## config.mk

```make
export PLATFORM = sky130hd
export DESIGN_NAME = stopwatch_ctrl_flat
export DESIGN_NICKNAME = d
export VERILOG_FILES = /design/src/rtl/stopwatch_ctrl_if.sv /design/src/rtl/stopwatch_ctrl.sv /design/src/flat_wrapper.sv
export SDC_FILE = /design/constraint.sdc
export NUM_CORES = 1
export LEC_CHECK = 0
export ABC_AREA = 1
export BUFFER_PORTS_ARGS = -buffer_cell sky130_fd_sc_hd__buf_2
export CAP_MARGIN = 20
export CORE_ASPECT_RATIO = 0.8
export CORE_MARGIN = 5
export CORE_UTILIZATION = 30
export CTS_BUF_LIST = sky130_fd_sc_hd__clkbuf_16
export DETAILED_ROUTE_END_ITERATION = 16
export RECOVER_POWER = 100
export SLEW_MARGIN = 10
export SYNTH_ARGS = -nofsm -noshare
export SYNTH_HDL_FRONTEND = slang
export SYNTH_SLANG_ARGS = --single-unit
```

## constraint.sdc

```tcl
create_clock -name clk -period 3.45 [get_ports clk]
set_input_delay 0.5175 -clock clk [delete_from_list [all_inputs] [get_ports clk]]
set_output_delay 0.5175 -clock clk [all_outputs]
set_load 0.05 [all_outputs]
```

## src/rtl/stopwatch_ctrl_if.sv

```systemverilog
// Button inputs and control outputs between the board buttons, the stopwatch
// controller and the digit counter / 7-segment driver.
interface stopwatch_ctrl_if;
  logic       btn_start;
  logic       btn_lap;
  logic       btn_clear;
  logic       count_en;
  logic       count_clr;
  logic       lap_hold;
  logic       blank;
  logic [1:0] state;

  // master drives the raw buttons and consumes the controls; slave is the controller
  modport master (
    output btn_start, btn_lap, btn_clear,
    input  count_en, count_clr, lap_hold, blank, state
  );

  modport slave (
    input  btn_start, btn_lap, btn_clear,
    output count_en, count_clr, lap_hold, blank, state
  );
endinterface

```

## src/rtl/stopwatch_ctrl.sv

```systemverilog
// Stopwatch control: button debounce, IDLE/RUN/PAUSE/LAP FSM, centisecond tick and pause blink.
// Raw button edge to state change is DEB_CYCLES+4 clocks; no backpressure, all outputs registered.
module stopwatch_ctrl #(
  parameter int TICK_DIV   = 50000,
  parameter int DEB_CYCLES = 50000,
  parameter int BLINK_DIV  = 1250000
) (
  input logic             clk,
  input logic             reset,
  stopwatch_ctrl_if.slave sw
);

  localparam int DW = (DEB_CYCLES > 1) ? $clog2(DEB_CYCLES) : 1;
  localparam int PW = (TICK_DIV   > 1) ? $clog2(TICK_DIV)   : 1;
  localparam int BW = (BLINK_DIV  > 1) ? $clog2(BLINK_DIV)  : 1;

  localparam logic [DW-1:0] DEB_MAX   = DW'(DEB_CYCLES - 1);
  localparam logic [PW-1:0] PRESC_MAX = PW'(TICK_DIV - 1);
  localparam logic [BW-1:0] BLINK_MAX = BW'(BLINK_DIV - 1);

  typedef enum logic [1:0] {
    IDLE  = 2'b00,
    RUN   = 2'b01,
    PAUSE = 2'b10,
    LAP   = 2'b11
  } state_t;

  // bit 0 = start, bit 1 = lap, bit 2 = clear
  logic [2:0]    btn_raw;
  logic [2:0]    sync1;
  logic [2:0]    sync2;
  logic [2:0]    stable;
  logic [2:0]    stable_d;
  logic [2:0]    press;
  logic [DW-1:0] deb_cnt [3];

  state_t        cur;
  state_t        nxt;
  logic          clr_take;
  logic          running;
  logic [PW-1:0] presc;
  logic [BW-1:0] blink_cnt;
  logic          count_en_q;
  logic          count_clr_q;
  logic          lap_hold_q;
  logic          blank_q;

  assign btn_raw = {sw.btn_clear, sw.btn_lap, sw.btn_start};

  always_ff @(posedge clk or posedge reset) begin
    if (reset) begin
      sync1    <= '0;
      sync2    <= '0;
      stable   <= '0;
      stable_d <= '0;
      press    <= '0;
      for (int i = 0; i < 3; i++) begin
        deb_cnt[i] <= '0;
      end
    end else begin
      sync1    <= btn_raw;
      sync2    <= sync1;
      stable_d <= stable;
      press    <= stable & ~stable_d;
      // stable only follows a mismatch that has lasted DEB_CYCLES clocks
      for (int i = 0; i < 3; i++) begin
        if (sync2[i] == stable[i]) begin
          deb_cnt[i] <= '0;
        end else if (deb_cnt[i] == DEB_MAX) begin
          stable[i]  <= sync2[i];
          deb_cnt[i] <= '0;
        end else begin
          deb_cnt[i] <= deb_cnt[i] + 1'b1;
        end
      end
    end
  end

  always_comb begin
    nxt      = cur;
    clr_take = 1'b0;
    case (cur)
      IDLE: begin
        if (press[2]) begin
          clr_take = 1'b1;
        end else if (press[0]) begin
          nxt = RUN;
        end
      end
      RUN: begin
        if (press[0]) begin
          nxt = PAUSE;
        end else if (press[1]) begin
          nxt = LAP;
        end
      end
      LAP: begin
        if (press[0]) begin
          nxt = PAUSE;
        end else if (press[1]) begin
          nxt = RUN;
        end
      end
      PAUSE: begin
        if (press[2]) begin
          nxt      = IDLE;
          clr_take = 1'b1;
        end else if (press[0]) begin
          nxt = RUN;
        end
      end
      default: nxt = IDLE;
    endcase
  end

  // prescaler advances only while staying in RUN/LAP, so the edge into PAUSE keeps the phase
  assign running = ((cur == RUN) || (cur == LAP)) && ((nxt == RUN) || (nxt == LAP));

  always_ff @(posedge clk or posedge reset) begin
    if (reset) begin
      cur         <= IDLE;
      presc       <= '0;
      blink_cnt   <= '0;
      count_en_q  <= 1'b0;
      count_clr_q <= 1'b0;
      lap_hold_q  <= 1'b0;
      blank_q     <= 1'b0;
    end else begin
      cur         <= nxt;
      count_clr_q <= clr_take;
      lap_hold_q  <= (nxt == LAP);
      count_en_q  <= running && (presc == PRESC_MAX);

      if (clr_take) begin
        presc <= '0;
      end else if (running) begin
        presc <= (presc == PRESC_MAX) ? '0 : presc + 1'b1;
      end

      if ((cur == PAUSE) && (nxt == PAUSE)) begin
        if (blink_cnt == BLINK_MAX) begin
          blink_cnt <= '0;
          blank_q   <= ~blank_q;
        end else begin
          blink_cnt <= blink_cnt + 1'b1;
        end
      end else begin
        blink_cnt <= '0;
        blank_q   <= 1'b0;
      end
    end
  end

  assign sw.state     = cur;
  assign sw.count_en  = count_en_q;
  assign sw.count_clr = count_clr_q;
  assign sw.lap_hold  = lap_hold_q;
  assign sw.blank     = blank_q;

endmodule

```

## src/flat_wrapper.sv

```systemverilog
// flat-port wrapper written by rule: the top's interface ports become plain ports
module stopwatch_ctrl_flat 
#(
  parameter int TICK_DIV   = 50000,
  parameter int DEB_CYCLES = 50000,
  parameter int BLINK_DIV  = 1250000
)
  (clk, reset, sw_btn_start, sw_btn_lap, sw_btn_clear, sw_count_en, sw_count_clr, sw_lap_hold, sw_blank, sw_state);
  stopwatch_ctrl_if sw_i ();
  input logic clk;
  input logic reset;
  input wire logic [$bits(sw_i.btn_start)-1:0] sw_btn_start;
  input wire logic [$bits(sw_i.btn_lap)-1:0] sw_btn_lap;
  input wire logic [$bits(sw_i.btn_clear)-1:0] sw_btn_clear;
  output wire logic [$bits(sw_i.count_en)-1:0] sw_count_en;
  output wire logic [$bits(sw_i.count_clr)-1:0] sw_count_clr;
  output wire logic [$bits(sw_i.lap_hold)-1:0] sw_lap_hold;
  output wire logic [$bits(sw_i.blank)-1:0] sw_blank;
  output wire logic [$bits(sw_i.state)-1:0] sw_state;
  assign sw_i.btn_start = sw_btn_start;
  assign sw_i.btn_lap = sw_btn_lap;
  assign sw_i.btn_clear = sw_btn_clear;
  assign sw_count_en = sw_i.count_en;
  assign sw_count_clr = sw_i.count_clr;
  assign sw_lap_hold = sw_i.lap_hold;
  assign sw_blank = sw_i.blank;
  assign sw_state = sw_i.state;
  stopwatch_ctrl #(.TICK_DIV(TICK_DIV), .DEB_CYCLES(DEB_CYCLES), .BLINK_DIV(BLINK_DIV)) u_core (.clk(clk), .reset(reset), .sw(sw_i));
endmodule
```

==> reports/metrics.cfg <==
[outcome]
status=finished, final reports clean

[sta]
hold_viol_final=0
fin_ws_ns=1.37
skew_ns=0.00714
drv_slew=0
slew_headroom_pct=49.9
fin_crit_ns=2.08
setup-violations-final=0
fmax_ghz=0.482
fin_tns_setup_ns=0
whs_ns=0.273
rsz0062_at_grt=no
worstMarginPinSlew_ns=0.752
fin_crit_sh_pct=60.2

[yosys]
yosysSeqAreaShare_pct=47.9
synth_edf_count=0
async_reset_ff_share_pct=100
synth-main-ff-cell=dfrtp_1
syn_area_mm2=0.00554
synth_top_area_cell=dfrtp_1
synth_area_leaders=dfrtp_1, nand2_1, nor2_1, inv_1, xor2_1
synth_xor_area_share_pct=6.17
yosys.area.top_type_share_pct=47.9
synth_mux_area_share_pct=0
synth-simple-area-share_pct=36.9
ys_ff_latch=106
synth-compound-area-share_pct=1.97
postSynthCellCount=730
synth_top_family_by_area=simple AND/OR/NAND/NOR gates
synth_cell_types=31
syn-num-nets=740
yosys_warnings=0
synth_top_cells_by_count=nand2_1, nor2_1, dfrtp_1
yosysMostFrequentCell=nand2_1
synth_fa_ha_area_share_pct=1.13
synth_area_per_cell_um2=7.59

[setup_path]
r2r-end=u_core.presc[5]$_DFFE_PP0P_
critPathArrivalTime_ns=2.31
rr_worst_depth=8
r2r_start=u_core.sw.state[0]$_DFF_PP0_
worstSetupPathType=reg2reg
worstSetupStartpointType=register
crit_fanout=12
crit_required_ns=3.69
cp-end-kind=register
startpoint=u_core.sw.state[0]$_DFF_PP0_
r2r_slack_ns=1.37
cp-endpoint=u_core.presc[5]$_DFFE_PP0P_

[floorplanning]
core_mm2=0.0182
die_w_um=162
start_util_pct=30.5
die_y_um=132
die_area_mm2=0.0213
ios=11
std_cell_rows=44

[pwr]
power.share.switching_pct=23.2
p_leak_nw=2.65
clkPwrFrac_pct=42.9
internal_power_mw=1.77
power.switching_mw=0.534
combinationalPowerShare_pct=2.4
ir_drop_mv=0.243
power.share.sequential_pct=54.7
p_per_area_mw_per_mm2=378

[clocking]
cts_max_path_buffers=2
cts_tree=done
cts_setup_buffers=0
clk_latency_ns=0.34
cts_hold_buffers=0
cts_buffers=9
ctsRootBufferMaster=clkbuf_16
clock_sinks=106
clk_pin_slew_ns=0.08
htreeDepth=3
postCtsResizedCells=0

[drt]
drt-pass1-iter-count=5
antenna_left=0
wl_per_cell_um=11.3
routed-via-count=4456
routed_wl_um=11100
drt_iter0_markers=334
drcViolationCount=0
routed_via_density=4.53

[place]
gp_congestion=0.891
io_buffers=10
hpwl_um=8260
placedCellCount=967
post-place-ws_ns=1.83

[cells_and_area]
n_antenna_cell=0
stdcell_count=983
fill_cells=1923
post-route-util_pct=33.5
nNetsFinal=758
regArea_mm2=0.00265
syn_to_final_growth_pct=10.0
multi_input_area_mm2=0.00251
layout-drive-gt1-share_pct=3.45

[grt]
grt_usage_pct=11.2
grt_max_degree=62
grt_pass1_vias=4230
grt_pass1_wl_um=20200
grt_overflow=0
antenna_found_initial=0

[min_path]
hp-class=in2reg

[flow_run]
maxCapViolations=0

[critical path: stages, from the launching register on]
cell and delay (ns):
dfrtp_1 0.44, inv_1 0.12, nand2_1 0.19, nand2_1 0.44
inv_1 0.29, nor2_1 0.25, nand4_1 0.11, nand2_1 0.08
nor2_1 0.05
[routing by layer]
layer  global-route usage (%)  vias to the layer above  part of all wire, %
met3                     2.66                       10                  4.7
met4                     2.49                        0                 0.92
met2                     15.9                       81                   39
met5                        0                        -                    0
li1                         -                     2327                    -
met1                     17.1                     2038                   55
[worst min-delay path by stage]
stage                                    startpoint                         to  slack (ns)  cells after the start
after floorplan           u_core.sync1[0]$_DFF_PP0_  u_core.sync2[0]$_DFF_PP0_        0.33                      0
after global placement    u_core.sync1[2]$_DFF_PP0_  u_core.sync2[2]$_DFF_PP0_        0.33                      0
after detailed placement  u_core.sync1[0]$_DFF_PP0_  u_core.sync2[0]$_DFF_PP0_        0.33                      0
after CTS                              sw_btn_start  u_core.sync1[0]$_DFF_PP0_        0.26                      1
after global routing                   sw_btn_start  u_core.sync1[0]$_DFF_PP0_        0.26                      1
final                                  sw_btn_start  u_core.sync1[0]$_DFF_PP0_        0.27                      1
[state kept, by name, summed over array words and instances, names as in the netlist]
signal               cells
u_core.sync2             3
u_core.stable            3
u_core.sw.state          2
u_core.deb_cnt          48
u_core.sw.count_clr      1
u_core.blink_cnt        21
u_core.sw.blank          1
u_core.sw.lap_hold       1
u_core.stable_d          3
u_core.presc            16
u_core.press             3
u_core.sw.count_en       1
u_core.sync1             3
[metrics by stage]
step                area (um2)  power [mW]
global placement          5860        1.34
CTS                       6150        2.35
floorplan                 5540        1.32
finish                    6090        2.31
global route              6090        2.40
detailed placement        5860        1.34
[layout by cell type, fill, tap and decap left out, drive strengths merged]
| master | Yosys | final |
|---|---|---|
| buf | 4 | 3 |
| nor3 | 28 | 28 |
| nand3b | 2 | 2 |
| nand2 | 187 | 187 |
| nor2 | 183 | 183 |
| clkinv | 2 | 4 |
| or2 | 1 | 1 |
| o22ai | 1 | 1 |
| clkbuf | 0 | 17 |
| a211oi | 2 | 2 |
| a31oi | 1 | 1 |
| ha | 5 | 5 |
| xnor2 | 8 | 8 |
| nor3b | 4 | 4 |
| nand3 | 53 | 53 |
| a21oi | 12 | 12 |
| and2 | 2 | 2 |
| nor4 | 1 | 1 |
| o21ai | 2 | 2 |
| nand4 | 18 | 18 |
| o21bai | 1 | 1 |
| xor2 | 31 | 31 |
| dfrtp | 106 | 106 |
| inv | 76 | 81 |
[final cells by class]
type / count / share of cell area (%)
Inverter: 78 / 4.85
Clock inverter: 7 / 1.01
Timing Repair Buffer: 11 / 0.986
Sequential cell: 106 / 43.5
Tap cell: 230 / 4.72
Multi-Input combinational cell: 542 / 41.2
Clock buffer: 9 / 3.70
[power by group through the flow]
stage	logic [mW]	clock network, mW	registers, mW
6_report	0.0550	0.989	1.26
5_1_grt	0.0668	1.07	1.26
4_1_cts	0.0584	1.03	1.26
3_5_place_dp	0.0584	0	1.29
3_3_place_gp	0.0586	0	1.29
2_1_floorplan	0.0386	0	1.28
[logic make-up (layout without fill, tap and decap cells)]
logic type | count (synthesis) | count (layout)
AO/OA/AOI/OAI | 19 | 19
buffers and inverters | 82 | 105
AND/OR/NAND/NOR | 479 | 479
XOR/XNOR | 39 | 39
adder cells (fa/ha/maj) | 5 | 5
flip-flops | 106 | 106
(Power assumes the default switching activity.)
